==> config.mk <==
export PLATFORM = sky130hd
export DESIGN_NAME = wb_port_arbiter
export DESIGN_NICKNAME = d
export VERILOG_FILES = /design/src/rtl/wb_port_arbiter.sv
export SDC_FILE = /design/constraint.sdc
export NUM_CORES = 1
export LEC_CHECK = 0
export BUFFER_PORTS_ARGS = -buffer_cell sky130_fd_sc_hd__buf_2
export CORE_ASPECT_RATIO = 0.8
export CORE_UTILIZATION = 45
export CTS_BUF_LIST = sky130_fd_sc_hd__clkbuf_4
export DETAILED_ROUTE_END_ITERATION = 16
export PLACE_DENSITY_LB_ADDON = 0.3
export SKIP_LAST_GASP = 1
export SLEW_MARGIN = 15
export SYNTH_ARGS = -nofsm -noshare
export SYNTH_HDL_FRONTEND = slang
export SYNTH_SLANG_ARGS = --single-unit
==> constraint.sdc <==
create_clock -name clk -period 7.8 [get_ports clk]
set_input_delay 0.78 -clock clk [delete_from_list [all_inputs] [get_ports clk]]
set_output_delay 0.78 -clock clk [all_outputs]
set_load 0.03 [all_outputs]
==> src/rtl/wb_port_arbiter.sv <==
// Write-port arbiter: in-order writeback owns the register-file port, long-latency
// results wait in a small FIFO and drain in idle slots, with WAW kill and starvation stall.
module wb_port_arbiter #(
    parameter int XLEN         = 32,
    parameter int DEPTH        = 4,
    parameter int STARVE_LIMIT = 3
) (
    input  logic            clk,
    input  logic            reset,
    input  logic            RegWriteW,
    input  logic [4:0]      rdW,
    input  logic [XLEN-1:0] ResultW,
    input  logic            lu_valid,
    input  logic [4:0]      lu_rd,
    input  logic [XLEN-1:0] lu_data,
    output logic            lu_ready,
    output logic            RegWriteW2F,
    output logic [4:0]      rdW2F,
    output logic [XLEN-1:0] ResultW2F,
    output logic [31:0]     busy_mask,
    output logic            stall_req
);

    localparam int PW = $clog2(DEPTH);
    localparam int CW = PW + 1;
    localparam int SW = $clog2(STARVE_LIMIT + 1);

    logic [4:0]       rdMem   [DEPTH];
    logic [XLEN-1:0]  dataMem [DEPTH];
    logic [DEPTH-1:0] validMem;
    logic [DEPTH-1:0] killMem;
    logic [PW-1:0]    rdPtr;
    logic [PW-1:0]    wrPtr;
    logic [CW-1:0]    count;
    logic [SW-1:0]    starveCnt;
    logic             stallReg;

    logic pipeWr;
    logic full;
    logic empty;
    logic headLive;
    logic livePop;
    logic killPop;
    logic doPop;
    logic doPush;

    assign pipeWr   = RegWriteW & (rdW != 5'd0);
    assign full     = (count == CW'(DEPTH));
    assign empty    = (count == '0);
    assign headLive = ~empty & ~killMem[rdPtr];
    assign livePop  = headLive & ~pipeWr;
    assign killPop  = ~empty & killMem[rdPtr];
    assign doPop    = livePop | killPop;
    assign lu_ready = ~full & ~reset;
    // x0 results complete the handshake but have nowhere to go
    assign doPush   = lu_valid & lu_ready & (lu_rd != 5'd0);
    assign stall_req = stallReg;

    always_comb begin
        RegWriteW2F = 1'b0;
        rdW2F       = 5'd0;
        ResultW2F   = '0;
        if (!reset) begin
            if (pipeWr) begin
                RegWriteW2F = 1'b1;
                rdW2F       = rdW;
                ResultW2F   = ResultW;
            end else if (headLive) begin
                RegWriteW2F = 1'b1;
                rdW2F       = rdMem[rdPtr];
                ResultW2F   = dataMem[rdPtr];
            end
        end
    end

    always_comb begin
        busy_mask = '0;
        if (!reset) begin
            for (int i = 0; i < DEPTH; i++) begin
                if (validMem[i] && !killMem[i]) begin
                    busy_mask[rdMem[i]] = 1'b1;
                end
            end
        end
    end

    always_ff @(posedge clk) begin
        if (doPush) begin
            rdMem[wrPtr]   <= lu_rd;
            dataMem[wrPtr] <= lu_data;
        end
    end

    always_ff @(posedge clk) begin
        if (reset) begin
            rdPtr     <= '0;
            wrPtr     <= '0;
            count     <= '0;
            validMem  <= '0;
            killMem   <= '0;
            starveCnt <= '0;
            stallReg  <= 1'b0;
        end else begin
            // A writeback is always younger than anything queued, so older same-rd entries die
            for (int i = 0; i < DEPTH; i++) begin
                if (pipeWr && validMem[i] && (rdMem[i] == rdW)) begin
                    killMem[i] <= 1'b1;
                end
            end
            if (doPop) begin
                validMem[rdPtr] <= 1'b0;
                rdPtr           <= rdPtr + PW'(1);
            end
            if (doPush) begin
                validMem[wrPtr] <= 1'b1;
                killMem[wrPtr]  <= pipeWr && (lu_rd == rdW);
                wrPtr           <= wrPtr + PW'(1);
            end
            count <= count + CW'(doPush) - CW'(doPop);

            if (doPop || empty) begin
                starveCnt <= '0;
            end else if (headLive && (starveCnt != SW'(STARVE_LIMIT))) begin
                starveCnt <= starveCnt + SW'(1);
            end

            // Empty also releases the stall so a fully killed queue cannot hold it forever
            if (livePop || empty) begin
                stallReg <= 1'b0;
            end else if (starveCnt == SW'(STARVE_LIMIT)) begin
                stallReg <= 1'b1;
            end
        end
    end

endmodule

# Yosys cells after proc, flatten, opt, wreduce, memory -nomap -nowiden
# Memory sizes are Yosys's and may differ from the RTL's. A register that Yosys moved wholly into a read port is not among the register bits.
# Index checks and enable logic that the tools add are counted.
[classes]
bitwise = 19
addsub = 5
n_eq_ne = 8
mux = 50
n_lt_le_gt_ge = 12
reduce_logical = 31
[ops]
columns = ["cell", "count"]
rows = [
  ["$mux W32", 11],
  ["$or A32 B32 Y32", 3],
  ["$eq A5 B5 Y1", 5],
  ["$lt A5 B6 Y1 const B", 4],
  ["$demux W1 S5", 4],
  ["$ge A5 B1 Y1 const B", 4],
  ["$logic_and A1 B1 Y1", 20],
  ["$mux W1", 20],
  ["$mux W4", 4],
  ["$mux W5", 3],
  ["$reduce_bool A5 Y1", 2],
  ["$mux W2", 4],
  ["$and A1 B1 Y1", 7],
  ["$add A2 B1 Y2 const B", 3],
  ["$lt A2 B3 Y1 const B", 2],
  ["$not A1 Y1", 5],
  ["$and A4 B4 Y4", 1],
  ["$bwmux W4", 1],
  ["$demux W1 S2", 2],
  ["$ge A2 B1 Y1 const B", 2],
  ["$logic_not A1 Y1", 4],
  ["$not A4 Y4", 1],
  ["$or A4 B4 Y4", 1],
  ["$reduce_or A2 Y1", 2],
  ["other kinds (9)", 10],
]
[word_totals]
output_inout_bits = 72
ramBits = 148
in_bits = 78
register_bits = 18
elab_cells = 134
memories = 2
[mem_list]
columns = ["name", "words", "width", "rd", "rd_clocked_by_memory_dff", "wr", "line", "rtl"]
rows = [
  ["dataMem", 4, 32, 1, 1, 1, "29", "logic [XLEN-1:0] dataMem [DEPTH];"],
  ["rdMem", 4, 5, 5, 1, 1, "28", "logic [4:0] rdMem [DEPTH];"],
]

# Logic depth before layout (Yosys ltp)
# Gate-level depths: netlist (run 1).
[logic_depth]
depth_word = 15
mapped_depth = 13
depth_no_buf = 11

# Least setup slack after synthesis (run 1)
# Ideal clock, no wire load.
[synth_timing]
path_type = "input port to flip-flop"
startpoint = "input port rdW[1]"
endpoint = "register count[2]"
cell_stages = 13
path_slack_ns = 4.539
setup_ns = 0.128
n_path_buf = 2
t_arrival_ns = 3.134
cell_sequence = "buf_4 -> or4_1 -> o21a_1 -> buf_6 -> a21oi_4 -> ha_1 -> inv_1 -> ha_1 -> inv_1 -> fa_1 -> xor2_1 -> xnor2_1 -> nor2_1"
[synth_via]
elab_chain_len = 6
[synth_rtl]
columns = ["item", "line", "rtl"]
rows = [
  ["start, declared", "11", "input logic [4:0] rdW,"],
  ["$reduce_bool A5 Y1", "47", "assign pipeWr = RegWriteW & (rdW != 5'd0);"],
  ["$and A1 B1 Y1", "47", ""],
  ["$not A1 Y1", "51", "assign livePop = headLive & ~pipeWr;"],
  ["$and A1 B1 Y1", "51", ""],
  ["$or A1 B1 Y1", "53", "assign doPop = livePop | killPop;"],
  ["$sub A3 B1 Y3", "119", "count <= count + CW'(doPush) - CW'(doPop);"],
  ["end signal, assigned", "119", ""],
  ["end, declared", "34", "logic [CW-1:0] count;"],
]
# Every way passes these cells.
# A chain may end at the register's enable or synchronous reset.

# Worst setup path after layout (run 1)
[layout_timing]
startpoint = "input port rdW[0]"
endpoint = "output port rdW2F[1]"
[layout_via]
elab_chain_len = 4
[layout_rtl]
columns = ["item", "line", "rtl"]
rows = [
  ["$reduce_bool A5 Y1", "47", ""],
  ["$and A1 B1 Y1", "47", ""],
  ["$mux W5", "64", "if (pipeWr) begin"],
  ["$mux W5", "63", "if (!reset) begin"],
  ["end, declared", "18", "output logic [4:0] rdW2F,"],
]
# Every way passes these cells.

==> results of run 1 <==
-- final cells by class --
class,count,area (sq um),area share [%]
inverter,16,60.06,0.6372
clock inverter,15,155.1,1.646
antenna,2,5.005,0.05310
multi-input combinational,342,3144,33.36
tap,230,287.8,3.053
timing repair buffer,156,798.3,8.469
sequential,168,4847,51.43
clock buffer,17,127.6,1.354
-- final timing paths --
check                          from                        to  slack, ns  cells past startpoint
max                          rdW[0]                  rdW2F[1]       3.88                      6
min                     lu_data[25]  dataMem[1][25]$_DFFE_PP_       0.42                      1
max reg2reg   rdPtr[0]$_SDFFE_PP0N_       count[2]$_SDFF_PP0_       5.04                     11
min reg2reg  stall_req$_SDFFE_PP0N_    stall_req$_SDFFE_PP0N_       0.50                      2
-- cell families (layout without fill, tap and decap cells) --
logic type / Yosys count / count (layout) / synth area share [%]
buffers and inverters: 69 / 204 / 4.084
xor gates and xnor gates: 29 / 29 / 3.059
DFF: 168 / 168 / 58.35
adders and majority gates: 12 / 12 / 1.899
muxes: 43 / 43 / 10.94
AOI/OAI and AO/OA: 139 / 139 / 12.51
and+or+nand+nor: 119 / 119 / 9.162
other: 0 / 2 / 0
-- flip-flops by register name, summed over array words and instances (netlist names), named ones only --
name / flops
starveCnt: 2
wrPtr: 2
rdMem: 20
dataMem: 128
count: 3
killMem: 4
rdPtr: 2
validMem: 4
stall_req: 1
-- routing by layer --
layer / wire length (um) / vias up / GRT usage [%] / share of wire (%)
met2: 9368 / 322 / 32.98 / 46
met4: 348 / 0 / 7.563 / 1.7
li1: - / 2605 / - / -
met1: 8758 / 2874 / 30.41 / 43
met3: 2047 / 41 / 5.924 / 10
met5: 0 / - / 0 / 0
-- Yosys cell counts (6+ instances only) --
cell / number
nand4_1: 7
nor2_1: 30
mux4_2: 38
clkbuf_1: 34
ha_1: 11
a221oi_1: 14
a22o_1: 35
a22oi_1: 37
nand2_1: 10
nor4_1: 6
nand3b_1: 6
a21oi_1: 32
nor3_1: 7
nor3b_1: 13
inv_1: 16
xor2_1: 21
o22ai_1: 10
dfxtp_1: 20
nor4bb_1: 8
edfxtp_1: 148
buf_2: 7
xnor2_1: 8
-- critical path, stage by stage --
cell	delay (ns)
buf_2	0.17
or4_1	0.52
o21a_1	0.33
and2b_2	0.83
a22o_1	0.29
buf_2	0.22
-- power breakdown --
| part | internal (mW) | switching [mW] |
|---|---|---|
| registers | 1.03 | 0.0593 |
| clock network | 0.147 | 0.343 |
| logic | 0.259 | 0.316 |
-- cell usage in the layout (no fill, tap or decap), types with 11 or more instances in the layout --
cell      Yosys  routed
a22o_1       35      35
a22oi_1      37      37
buf_2         7     149
inv_1        16      12
a21oi_1      32      32
ha_1         11      11
nor3b_1      13      13
clkbuf_4      0      17
nor2_1       30      30
a221oi_1     14      14
dfxtp_1      20      18
xor2_1       21      21
mux4_2       38      38
edfxtp_1    148     148
-- through the flow --
| stage | setup WS [ns] | std cells | cell area, sq um | power [mW] | util [%] |
|---|---|---|---|---|---|
| floorplan | 4.539 | 579 | 8303 | 1.533 | - |
| global placement | 3.964 | 912 | 9119 | 1.678 | 50.35 |
| detailed placement | 3.869 | 912 | 9138 | 1.692 | 50.45 |
| CTS | 3.875 | 944 | 9420 | 2.173 | 52.01 |
| global route | 3.741 | 945 | 9423 | 2.265 | 52.02 |
| finish | 3.879 | 946 | 9425 | 2.157 | 52.04 |
==> results.yml, run 1 <==
run_status:
  status: "complete, no violations"
synthesis:
  synth_top_area_share_pct: 53.53
  yosys.area.top_type: "edfxtp_1"
  ys.flop_type: "edfxtp_1"
  yosysSeqAreaShare_pct: 58.35
  syn_area_sq_um: 8303
  synth_area_per_cell_sq_um: 14.34
  async_reset_ff_share_pct: 0
  synth_nets: 669
  synth_cell_types: 49
  synth_edf_count: 148
  ys_top_cells_by_area: "edfxtp_1 (54%), mux4_2 (10%), dfxtp_1 (4.8%)"
  syn_inst: 579
  ys_seq_elements: 168
  yosysWarnings: 0
route:
  routed_wl_um: 20520
  routedWlPerCell_um: 21.69
  ant_nets: 0
  drc: 0
  drtIter0Drc: 530
  first_pass_iters: 6
  vias: 5842
  vias_per_cell: 6.175
placement:
  io_buffer_count: 149
  hpwl_um: 13230
  gp_congestion: 0.9321
clock_tree:
  cts_buffers: 17
  post_cts_buffers: 0
  cts.repair.resized: 0
  cts.sinks: 168
  ctsHoldBuffers: 0
  cts_tree: "done"
  cts_buffer_depth: 2
  clock_latency_ns: 0.56
  htreeDepth: 4
  cts_root_buf: "clkbuf_4"
  clkTransAtPathRegs_ns: 0.17
floorplan:
  die_area_sq_um: 19000
  start_util_pct: 45.84
  die_x_um: 153.9
  rows: 44
  num_io_pins: 150
  chipHeight_um: 123.5
  core_sq_um: 18110
grt:
  grt_max_degree: 57
  antenna_found_initial: 2
  gr-total-overflow: 0
  grt_first_pass_wirelength_um: 30860
  grt_use_total_pct: 21.80
  grt_pass1_vias: 5451
setup_path:
  required_ns: 7.02
  endpoint_kind: "output pin"
  path_class: "in -> out"
  start_kind: "input port"
  path_max_fanout: 37
  cp.arrival_ns: 3.14
power:
  power.leakage_nw: 3.299
  powerDensity_nw_per_um2: 228.9
  vdd_drop_max_uv: 126.4
final_layout:
  drive_gt1_share_pct: 34.17
  fill_cells: 1498
  final_nets: 791
  area_delta_synth_final_pct: 13.52
timing:
  fin_crit_ns: 3.921
  finalSetupTns_ns: 0
  slew_headroom_pct: 26.20
  finalCritPeriodShare_pct: 50.26
  worst_pin_slew_ns: 1.092
  rsz0062_at_grt: "false"
  whs_ns: 0.4164
  fin_skew_ns: 0.02549
  hold_viol_final: 0
  setup_viol: 0
  max_clock_freq_mhz: 255.1
  drv_slew: 0
hold_path:
  worstHoldPathType: "in -> reg"
flow_run:
  maxCapViolCount: 0
Power figures use the tool's default switching activity.
==> run 2: changes to the inputs <==
==> constraint.sdc (replaced) <==
create_clock -name clk -period 3.6 [get_ports clk]
set_input_delay 0.36 -clock clk [delete_from_list [all_inputs] [get_ports clk]]
set_output_delay 0.36 -clock clk [all_outputs]
set_load 0.03 [all_outputs]
==> results.yml, run 2 (same netlist as run 1, synthesis figures left out) <==
run_status:
  status: "complete, no violations"
floorplan:
  num_io_pins: 150
  die_x_um: 153.9
  core_sq_um: 18110
  rows: 44
  chipHeight_um: 123.5
  die_area_sq_um: 19000
  start_util_pct: 45.84
hold_path:
  hold_depth: 1
  worstHoldPathType: "in -> reg"
timing:
  rsz0062_at_grt: "false"
  max_clock_freq_mhz: 309.8
  finalCritPeriodShare_pct: 89.65
  hold_viol_final: 0
  drv_slew: 0
  worst_pin_slew_ns: 1.240
  slew_headroom_pct: 16.17
  fin_crit_ns: 3.228
  fin_skew_ns: 0.02066
  setup_viol: 0
  finalSetupTns_ns: 0
grt:
  gr-total-overflow: 0
  antenna_found_initial: 0
  busiest_layer: "met1"
  grt_max_degree: 55
  grt_pass1_vias: 5698
  met3_usage_pct: 5.293
  grt_first_pass_wirelength_um: 32420
  grt_use_total_pct: 22.97
  gr-usage-met2_pct: 33.61
  grtUsageMet1_pct: 33.85
setup_path:
  reg2reg_depth: 11
  critPathTopFamily: "simple AND/OR/NAND/NOR gates"
  cp.arrival_ns: 2.87
  cp.buffers_inverters: 1
  path_max_fanout: 8
  path_class: "reg -> out"
  crit_cells: 4
  worstPathCellList: "nor4bb_2, a22oi_1, a21oi_1, buf_2"
  critPathMaxStageDelay_ns: 1.07
  start_kind: "flop"
  cp_slowest_cell: "nor4bb_2"
  required_ns: 3.24
  endpoint_kind: "output pin"
final_layout:
  area_delta_synth_final_pct: 18.11
  n_antenna_cell: 0
  final_common_cell: "buf_2"
  largest_reg_flops: 128
  registers.top_by_ff_count: "dataMem"
  top_regs: "dataMem: 128 flops, rdMem: 20 flops"
  final_nets: 831
  final_cell_mix: "buf_2 (149), edfxtp_1 (148), mux4_2 (38)"
  drive_gt1_share_pct: 33.55
route:
  drtIter0Drc: 682
  vias: 6119
  first_pass_iters: 6
  ant_nets: 0
  drc: 0
  routedWlPerCell_um: 22.11
  vias_per_cell: 6.218
  routed_wl_um: 21750
placement:
  gp_congestion: 0.8788
  hpwl_um: 14760
  io_buffer_count: 149
clock_tree:
  clkTransAtPathRegs_ns: 0.14
  cts_root_buf: "clkbuf_4"
  cts_tree: "done"
  post_cts_buffers: 0
  cts_buffer_depth: 2
  cts.sinks: 168
  ctsHoldBuffers: 31
  htreeDepth: 4
  clock_latency_ns: 0.55
  cts_buffers: 17
  cts.repair.resized: 0
power:
  swShare_pct: 32.07
  powerDensity_nw_per_um2: 480.7
  clkPwrFrac_pct: 22.1
  combPwrFrac_pct: 27.3
  power_frac_seq_pct: 50.6
  internal-power_mw: 3.202
  vdd_drop_max_uv: 629.5
  p_sw_mw: 1.512
  power.leakage_nw: 3.480
  finalPower_mw: 4.714
flow_run:
  maxCapViolCount: 0
run 2: cell count changes in the layout (fill, tap and decap cells not counted), sizes merged:
cell         change
dlygate4sd3     +31
buf              +9
clkinv           +4
inv              -4
diode            -2
bufinv           +1
clkinvlp         -1
run 2: metrics by stage:
step	util [%]	cell area (sq um)	instances	worst slack, ns	hold WS, ns
5_1_grt	54.14	9807	984	0.1862	0.001670
6_report	54.14	9807	984	0.3724	0.06153
3_3_place_gp	50.89	9218	921	0.5523	0.4783
4_1_cts	54.10	9798	984	0.3576	0.009180
2_1_floorplan	-	8303	579	0.7588	0.4589
3_5_place_dp	50.89	9218	921	0.5035	0.4819
run 2: final cells by class:
class                   instances  area (sq um)
fillers                      1462          8305
flip-flops and latches        168          4847
multi-input cells             342          3153
repair buffers                196          1189
well taps                     230         287.8
clock inverters                15         142.6
clock buffers                  17         127.6
inverters                      16         60.06
run 2: power by group through the flow:
stage	clock network (mW)	registers [mW]	logic [mW]
floorplan	0	2.32	0.999
global placement	0	2.42	1.25
detailed placement	0	2.43	1.26
CTS	1.06	2.39	1.30
global route	1.14	2.41	1.38
finish	1.04	2.38	1.29
run 2: final timing paths:
check | start | endpoint | slack [ns]
min | lu_data[20] | dataMem[1][20]$_DFFE_PP_ | 0.06
min reg2reg | stall_req$_SDFFE_PP0N_ | stall_req$_SDFFE_PP0N_ | 0.51
max reg2reg | rdPtr[0]$_SDFFE_PP0N_ | count[2]$_SDFF_PP0_ | 0.90
max | rdMem[0][1]$_DFFE_PP_ | busy_mask[9] | 0.37
run 2: per-layer routing:
metal  part of all wire [%]  wire, um
met1                     44      9644
met2                     45      9816
met3                    9.1      1974
met4                    1.5       318
met5                      0         0
==> run 3: changes to the inputs <==
--- a/config.mk
+++ b/config.mk
@@ -6,11 +6,14 @@
 export NUM_CORES = 1
 export LEC_CHECK = 0
 export BUFFER_PORTS_ARGS = -buffer_cell sky130_fd_sc_hd__buf_2
+export CELL_PAD_IN_SITES_DETAIL_PLACEMENT = 1
+export CELL_PAD_IN_SITES_GLOBAL_PLACEMENT = 1
 export CORE_ASPECT_RATIO = 0.8
-export CORE_UTILIZATION = 45
+export CORE_UTILIZATION = 43
 export CTS_BUF_LIST = sky130_fd_sc_hd__clkbuf_4
 export DETAILED_ROUTE_END_ITERATION = 16
 export PLACE_DENSITY_LB_ADDON = 0.3
+export REMOVE_ABC_BUFFERS = 1
 export SKIP_LAST_GASP = 1
 export SLEW_MARGIN = 15
 export SYNTH_ARGS = -nofsm -noshare
==> results.yml, run 3 (same netlist as run 1, synthesis figures left out) <==
floorplan:
  num_io_pins: 150
  core_sq_um: 18920
  die_x_um: 157.4
  rows: 45
  die_area_sq_um: 19870
  chipHeight_um: 126.3
  start_util_pct: 43.89
flow_run:
  maxCapViolCount: 0
clock_tree:
  cts_tree: "done"
  cts_root_buf: "clkbuf_4"
  cts_buffer_depth: 2
  clock_latency_ns: 0.56
  cts_buffers: 17
  clkTransAtPathRegs_ns: 0.14
  cts.sinks: 168
  htreeDepth: 4
  post_cts_buffers: 0
final_layout:
  top_regs: "dataMem: 128 flops, rdMem: 20 flops"
  final_nets: 836
  registers.top_by_ff_count: "dataMem"
  largest_reg_flops: 128
  drive_gt1_share_pct: 33.77
  instances_no_fill: 1018
  final_common_cell: "buf_2"
  final_cell_mix: "buf_2 (149), edfxtp_1 (148), mux4_2 (38)"
  postLayoutCoreUtil_pct: 52.18
  area_delta_synth_final_pct: 18.90
  finalInstanceArea_sq_um: 9872
setup_path:
  cp.arrival_ns: 2.93
  start_kind: "flop"
  required_ns: 3.24
  endpoint_kind: "output pin"
  path_max_fanout: 32
  path_class: "reg -> out"
timing:
  slew_headroom_pct: 30.80
  fin_skew_ns: 0.02435
  finalCritPeriodShare_pct: 91.37
  max_clock_freq_mhz: 304.0
  rsz0062_at_grt: "false"
  fin_crit_ns: 3.289
  worst_pin_slew_ns: 1.023
  drv_slew: 0
  finalSetupTns_ns: 0
  hold_viol_final: 0
  setup_viol: 0
power:
  power.leakage_nw: 3.501
  finalPower_mw: 4.728
  vdd_drop_max_uv: 366.9
  powerDensity_nw_per_um2: 478.9
grt:
  antenna_found_initial: 1
  grt_pass1_vias: 6392
  gr-total-overflow: 0
  grt_max_degree: 39
  grt_use_total_pct: 24.95
  grt_first_pass_wirelength_um: 36800
route:
  first_pass_iters: 5
  drc: 0
  routed_wl_um: 23860
  ant_nets: 0
  vias: 5998
  drtIter0Drc: 333
  routedWlPerCell_um: 23.44
  vias_per_cell: 5.892
placement:
  gp_congestion: 0.8594
  io_buffer_count: 149
  dp_cells: 954
  placed_area_sq_um: 9296
  hpwl_um: 15840
hold_path:
  worstHoldPathType: "in -> reg"
run_status:
  status: "complete, no violations"
## run 3: through the flow
step | setup slack, ns | hold slack (ns)
global route | 0.1324 | 0.003792
global placement | 0.6854 | 0.4818
detailed placement | 0.5618 | 0.5173
CTS | 0.2865 | 0.002296
floorplan | 0.6895 | 0.4316
finish | 0.3108 | 0.04575
## run 3: cell type report
class,count,area (sq um)
Clock buffer,18,135.1
Antenna cell,2,5.005
Tap cell,258,322.8
Sequential cell,168,4847
Inverter,16,60.06
Multi-Input combinational cell,342,3163
Fill cell,1973,9046
Timing Repair Buffer,201,1214
Clock inverter,13,125.1
## run 3: power breakdown
group	switching [mW]	internal [mW]	leakage (nW)
sequential	0.161	2.24	1.51
combinational	0.696	0.609	1.86
clock	0.669	0.356	0.138
total	1.53	3.20	3.50
## run 3: final timing paths
path,to,slack (ns),startpoint,depth (start not counted)
worst min register to register,starveCnt[1]$_SDFFE_PP0P_,0.55,starveCnt[1]$_SDFFE_PP0P_,2
worst max-delay path,ResultW2F[13],0.31,rdPtr[0]$_SDFFE_PP0N_,6
worst min-delay path,dataMem[2][13]$_DFFE_PP_,0.05,lu_data[13],1
worst max register to register,count[2]$_SDFF_PP0_,0.91,rdPtr[0]$_SDFFE_PP0N_,11
## run 3: worst max-delay path, stage by stage, from the launching register on
cell,delay (ns)
dfxtp_1,0.45
mux4_2,0.57
nor3_1,0.25
and2b_2,0.27
buf_4,0.38
a22o_1,0.22
buf_2,0.21
## run 3: layer usage
layer	wire length [um]	vias to the layer above	track usage (%)
li1	-	2683	-
met1	10480	3039	34.12
met2	11390	239	40.03
met3	1483	37	5.024
met4	507	0	7.881
met5	0	-	0
## run 3: timing repair
| item | in CTS | in global routing |
|---|---|---|
| endpoints found under the hold margin | 106 | 5 |
| hold buffers | 29 | 2 |
| resized for setup | 0 | 0 |
